<file path="src/rtl/mota_tree_adder.sv">
// Pipelined multi-operand binary-tree adder: M unsigned N-bit operands reduced over
// L = log2(M) registered levels. Define TREE_ACC_EN to add the running accumulator stage.
module mota_tree_adder #(
   parameter  int N  = 20,
   parameter  int M  = 8,
   parameter  int G  = 8,
   localparam int L  = $clog2(M),
   localparam int SW = N + L
) (
   input  logic            clk,
   input  logic            rst_n,
   input  logic            in_valid,
   input  logic [M*N-1:0]  in_data,
   output logic            out_valid,
   output logic [SW-1:0]   out_sum
`ifdef TREE_ACC_EN
   ,
   input  logic            acc_start,
   output logic            acc_valid,
   output logic [SW+G-1:0] acc_sum
`endif
);

   if (M < 2 || (1 << L) != M || N < 2 || G < 0) begin : g_bad_param
      $error("mota_tree_adder: M must be a power of two >= 2, N >= 2, G >= 0");
   end

   genvar j, i;
   // Level 0 is the raw operand vector; level j holds M>>j partial sums of width N+j.
   for (j = 0; j <= L; j++) begin : g_lvl
      localparam int W = N + j;
      localparam int CNT = M >> j;
      logic [CNT*W-1:0] sum;
      logic             v;
`ifdef TREE_ACC_EN
      logic             st;
`endif
      if (j == 0) begin : g_in
         assign sum = in_data;
         assign v   = in_valid;
`ifdef TREE_ACC_EN
         assign st  = acc_start;
`endif
      end else begin : g_reg
         logic [CNT*W-1:0] nxt;
         for (i = 0; i < CNT; i++) begin : g_add
            assign nxt[i*W +: W] = {1'b0, g_lvl[j-1].sum[(2*i)*(W-1) +: W-1]}
                                 + {1'b0, g_lvl[j-1].sum[(2*i+1)*(W-1) +: W-1]};
         end
         always_ff @(posedge clk or negedge rst_n) begin
            if (!rst_n) begin
               sum <= '0;
               v   <= 1'b0;
`ifdef TREE_ACC_EN
               st  <= 1'b0;
`endif
            end else begin
               v <= g_lvl[j-1].v;
`ifdef TREE_ACC_EN
               st <= g_lvl[j-1].st;
`endif
               if (g_lvl[j-1].v) sum <= nxt;
            end
         end
      end
   end

   assign out_sum   = g_lvl[L].sum;
   assign out_valid = g_lvl[L].v;

`ifdef TREE_ACC_EN
   localparam int AW = SW + G;
   logic [AW-1:0] acc;

   // Wraps modulo 2^AW; a start marker discards the previous total.
   always_ff @(posedge clk or negedge rst_n) begin
      if (!rst_n) begin
         acc       <= '0;
         acc_valid <= 1'b0;
      end else begin
         acc_valid <= g_lvl[L].v;
         if (g_lvl[L].v) acc <= (g_lvl[L].st ? '0 : acc) + AW'(g_lvl[L].sum);
      end
   end

   assign acc_sum = acc;
`endif

endmodule

</file>
<file path="config.mk">
export PLATFORM = sky130hd
export DESIGN_NAME = mota_tree_adder
export DESIGN_NICKNAME = d
export VERILOG_FILES = /design/src/rtl/mota_tree_adder.sv
export SDC_FILE = /design/constraint.sdc
export NUM_CORES = 1
export LEC_CHECK = 0
export BUFFER_PORTS_ARGS = -buffer_cell sky130_fd_sc_hd__buf_2
export CAP_MARGIN = 20
export CORE_AREA = 4 4 139 194
export DETAILED_ROUTE_END_ITERATION = 10
export DIE_AREA = 0 0 143 198
export GPL_ROUTABILITY_DRIVEN = 0
export GPL_TIMING_DRIVEN = 0
export PLACE_DENSITY = 0.79
export SYNTH_ARGS = -nofsm -noshare
export SYNTH_HDL_FRONTEND = slang
export SYNTH_SLANG_ARGS = --single-unit
</file>
<file path="constraint.sdc">
create_clock -name clk -period 4.5 [get_ports clk]
set_input_delay 0 -clock clk [delete_from_list [all_inputs] [get_ports clk]]
set_output_delay 0 -clock clk [all_outputs]
set_load 0.05 [all_outputs]
</file>
== Yosys cells after proc, flatten, opt, wreduce, memory -nomap -nowiden ==
Cells that the tools add are included.
Cells by class
  $add $sub $neg: 7
Operators by type and width (number)
  20-bit by 20-bit adder with 21-bit output: 4
  21-bit by 21-bit adder with 22-bit output: 2
  22-bit by 22-bit adder with 23-bit output: 1
Word-level totals
  logic and storage cells: 13
  output and inout port bits: 24
  register bits: 154
  input bits: 163

== Logic depth before layout (Yosys ltp) ==
  word-level depth: 1
  mapped depth: 10

== Worst setup path after synthesis ==
Ideal clock, no wire load.
  path type: register to register
  start: register g_lvl[2].sum[0]
  end: register g_lvl[3].sum[22] (netlist: out_sum[22])
  path slack: 2.116 ns
  clock period less this slack: 2.384 ns
  required time: 4.418 ns
  setup time: 0.082 ns
  cell stages (with the launch flop): 11
  data arrival time: 2.302 ns
  cells stage by stage: dfrtp_1 > ha_1 > inv_1 > fa_1 > nor2b_1 > o21a_1 > o21ai_1 > a2111oi_2 > o21ai_0 > a211o_1 > a31oi_1
On the way
  word-level cells in the longest chain between the ends: 1
Ends and longest elaborated chain
  start: declaration: line 33  | logic [CNT*W-1:0] sum;
  start signal: assignment: line 62  | if (g_lvl[j-1].v) sum <= nxt;
  22-bit by 22-bit adder with 23-bit output: line 48  | + {1'b0, g_lvl[j-1].sum[(2*i+1)*(W-1) +: W-1]};
  end signal: assignment: line 62
  end: declaration: line 33
Every way passes these cells.
A chain may end at the register's enable or synchronous reset.

== Final worst setup path ==
Same ends and word-level chain as after synthesis.

==> flow_summary_export.csv <==
group,metric,value,unit
run_status,status,"complete, no violations",
power_and_ir_drop,power,8.45,mW
layout,diodes,0,
clock_tree,cts.sinks,154,
sta,drv_slew,0,
floorplan,core,25300,sq um
layout,fin_util,57.6,%
power_and_ir_drop,p_clk_share,18.8,%
floorplan,fp.dieArea,28300,sq um
layout,multiInputGateArea,8200,sq um
worst_setup_path,r2r_end,"out_sum[22]$_DFFE_PN0P_",
logic_synthesis,async_flop_share,100,%
power_and_ir_drop,seqPwrFrac,25.9,%
sta,fin_skew,0.00892,ns
power_and_ir_drop,pwr_density_cell,580,nW/um^2
sta,min_period,2.84,ns
logic_synthesis,synth_top_cell_area_share,31.1,%
floorplan,start_util,49.1,%
layout,layout.nets,1889,
sta,whs,0.00803,ns
power_and_ir_drop,leakage,6.71,nW
clock_tree,clk_pin_slew,0.06,ns
worst_setup_path,r2r_slack,1.66,ns
grt,grt_max_degree,98,
drt,detail_route.first_pass.iterations,6,
worst_setup_path,critPathMaxStageDelay,0.46,ns
worst_setup_path,critPathRequiredTime,4.85,ns
power_and_ir_drop,intPower,4.81,mW
clock_tree,cts.path.max_buffers,2,
clock_tree,numCtsBuffers,17,
floorplan,fp.dieW,143,um
layout,synthToLayoutAreaGrowth,17.5,%
hold_path,worstHoldStart,"in_data[21]",
logic_synthesis,synth_seq_cells,154,
logic_synthesis,syn_nets,1668,
drt,vias,11400,
layout,drive_gt1_share,19.8,%
layout,final_cell_mix,"buf_2 (190), dfrtp_1 (154), ha_1 (144)",
layout,mostFrequentLayoutCell,"buf_2",
logic_synthesis,ys.flop_type,"dfrtp_1",
logic_synthesis,synthCells,1354,
layout,fillers,2212,
grt,grt_pass1_vias,11200,
worst_setup_path,critical_path.top_delay_family,"compound AO/OA/AOI/OAI gates",
sta,fmax,352,MHz
floorplan,io_pins,187,
grt,grtUsageTotal,23.0,%
logic_synthesis,avgSynthCellArea,9.16,sq um
worst_setup_path,crit_buf_inv,1,
logic_synthesis,ys_top_cells_by_area,"dfrtp_1 (31%), ha_1 (15%), mux2_2 (6.4%)",
drt,wirelength,33200,um
hold_path,hold_end,"g_lvl[1].sum[1]$_DFFE_PN0P_",
worst_setup_path,critical_path_class,"reg -> reg",
logic_synthesis,synth_top_cell_by_area,"dfrtp_1",
sta,setup_tns,0,ns
floorplan,die_height,198,um
place,port_buffers,186,
grt,grt_first_pass_wirelength,53300,um
job,drv_cap,0,
logic_synthesis,yosysWarningCount,0,
drt,ant_nets,0,
power_and_ir_drop,pwr-share-comb,55.3,%
sta,worst_pin_slew,0.919,ns
clock_tree,tritoncts,"built",
worst_setup_path,cp_max_fo,4,
power_and_ir_drop,switchingPower,3.65,mW
logic_synthesis,synth_cell_type_count,76,
clock_tree,clock_latency,0.43,ns
worst_setup_path,critical_path_arrival,3.19,ns
worst_setup_path,path_cells,"ha_1 -> inv_1 -> fa_1 -> nor2b_1 -> o21a_1 -> o21ai_1 -> a2111oi_2 -> o21ai_0 -> a211o_1 -> a31oi_1",
hold_path,hp-class,"in -> reg",
layout,seq_area,3850,sq um
grt,antenna_found_initial,0,
drt,wire_per_inst,17.4,um
drt,avgViaCountPerCell,5.98,
sta,post-route-period-util,63.2,%
hold_path,hold_depth,4,
sta,slew_headroom,38.7,%
power_and_ir_drop,switching_share,43.2,%
clock_tree,cts-root-buf,"clkbuf_16",
place,dp_hpwl,26100,um
worst_setup_path,reg2reg_depth,10,
power_and_ir_drop,peakVddDrop,0.655,mV
clock_tree,cts.htree.levels,4,
floorplan,std_cell_rows,69,
grt,grt_overflow,0,
sta,hold_violations,0,
clock_tree,post_cts_resized,0,
worst_setup_path,endpoint_kind,"flip-flop",
sta,rsz0062_at_grt,"no",
drt,drcViolationCount,0,
drt,drt_iter0_drc,760,
worst_setup_path,startpoint_type,"flip-flop",
worst_setup_path,critPathSlowestCell,"a2111oi_2",
worst_setup_path,reg2reg_from,"g_lvl[2].sum[0]$_DFFE_PN0P_",
logic_synthesis,syn_area,12400,sq um
logic_synthesis,synth_edf_count,0,
logic_synthesis,ys_seq_area_share,31.1,%
sta,setup_viol,0,
-- area by class of cell --
cell class | instances | share of cell area, %
Clock buffer | 22 | 3.18
Tap cell | 319 | 2.74
Timing Repair Buffer | 202 | 7.65
Clock inverter | 10 | 1.30
Inverter | 49 | 1.26
Multi-Input combinational cell | 1111 | 56.2
Sequential cell | 154 | 26.4
Buffer | 40 | 1.21
-- sequential cells by signal, indices dropped and copies added (netlist names) --
register / flops
out_sum: 23
out_valid: 1
g_lvl.v: 2
g_lvl.sum: 128
-- worst max path at each step --
stage | cells past startpoint | startpoint | endpoint | slack, ns
3_5_place_dp | 10 | g_lvl[2].sum[0]$_DFFE_PN0P_ | out_sum[22]$_DFFE_PN0P_ | 1.75
4_1_cts | 11 | in_data[20] | g_lvl[1].sum[18]$_DFFE_PN0P_ | 1.69
3_3_place_gp | 1 | rst_n | g_lvl[1].sum[75]$_DFFE_PN0P_ | 1.23
5_1_grt | 11 | in_data[60] | g_lvl[1].sum[39]$_DFFE_PN0P_ | 1.52
2_1_floorplan | 10 | g_lvl[2].sum[0]$_DFFE_PN0P_ | out_sum[22]$_DFFE_PN0P_ | 2.12
6_report | 10 | g_lvl[2].sum[0]$_DFFE_PN0P_ | out_sum[22]$_DFFE_PN0P_ | 1.66
-- worst reg2reg max path, cell delays in order (launching register included) --
cell and delay, ns:
dfrtp_1 0.40, ha_1 0.21, inv_1 0.06, fa_1 0.42
nor2b_1 0.14, o21a_1 0.16, o21ai_1 0.14, a2111oi_2 0.46
o21ai_0 0.26, a211o_1 0.36, a31oi_1 0.16
-- timing repair --
item	CTS	global route
buffers inserted	0	0
endpoints found under the hold margin	65	0
hold buffers	15	0
-- synthesized netlist by cell type (all sizes together) (5+ instances only) --
cell,count
nand2b,15
a31o,5
inv,48
nand4,14
mux2,72
o21bai,10
dfrtp,154
o21ai,82
nor3,34
and2,6
nand2,97
o311ai,11
clkbuf,28
a211oi,23
nor2,88
o31ai,16
nor4,5
o31a,5
buf,12
o21a,29
or3,15
xor2,28
xnor2,58
fa,7
and3,12
nor2b,16
nand3,22
a31oi,24
a211o,12
a21oi,135
o2bb2ai,6
a21o,52
ha,144
o211ai,15
-- logic make-up (layout without fill, tap and decap cells) --
| logic type | after synthesis | in the layout | synth area share, % |
|---|---|---|---|
| compound gates | 462 | 462 | 24.6 |
| mux | 76 | 76 | 6.89 |
| fa+ha+maj | 151 | 151 | 15.6 |
| simple gates | 336 | 336 | 12.8 |
| flops | 154 | 154 | 31.1 |
| xor+xnor | 86 | 86 | 6.07 |
| buf+inv | 89 | 323 | 2.90 |
-- power by group through the flow --
stage	Combinational (mW)	Clock, mW	Sequential (mW)
finish	4.68	1.59	2.19
global route	5.14	1.67	2.24
floorplan	3.18	0	2.45
global placement	4.42	0	2.19
detailed placement	4.54	0	2.21
CTS	4.62	1.60	2.19
-- layer usage --
layer / GRT usage (%) / up-vias / part of all wire, %
met1: 27.6 / 5459 / 41
met3: 3.60 / 84 / 4.5
met4: 9.86 / 0 / 3.9
met2: 40.7 / 360 / 51
li1: - / 5506 / -
met5: 0 / - / 0
-- per-stage QoR --
stage	instances	area (sq um)	setup slack (ns)
6_report	1907	14600	1.66
5_1_grt	1907	14600	1.52
4_1_cts	1907	14600	1.69
3_5_place_dp	1860	13800	1.75
3_3_place_gp	1859	13700	1.23
2_1_floorplan	1354	12400	2.12
(Power assumes the default switching activity.)
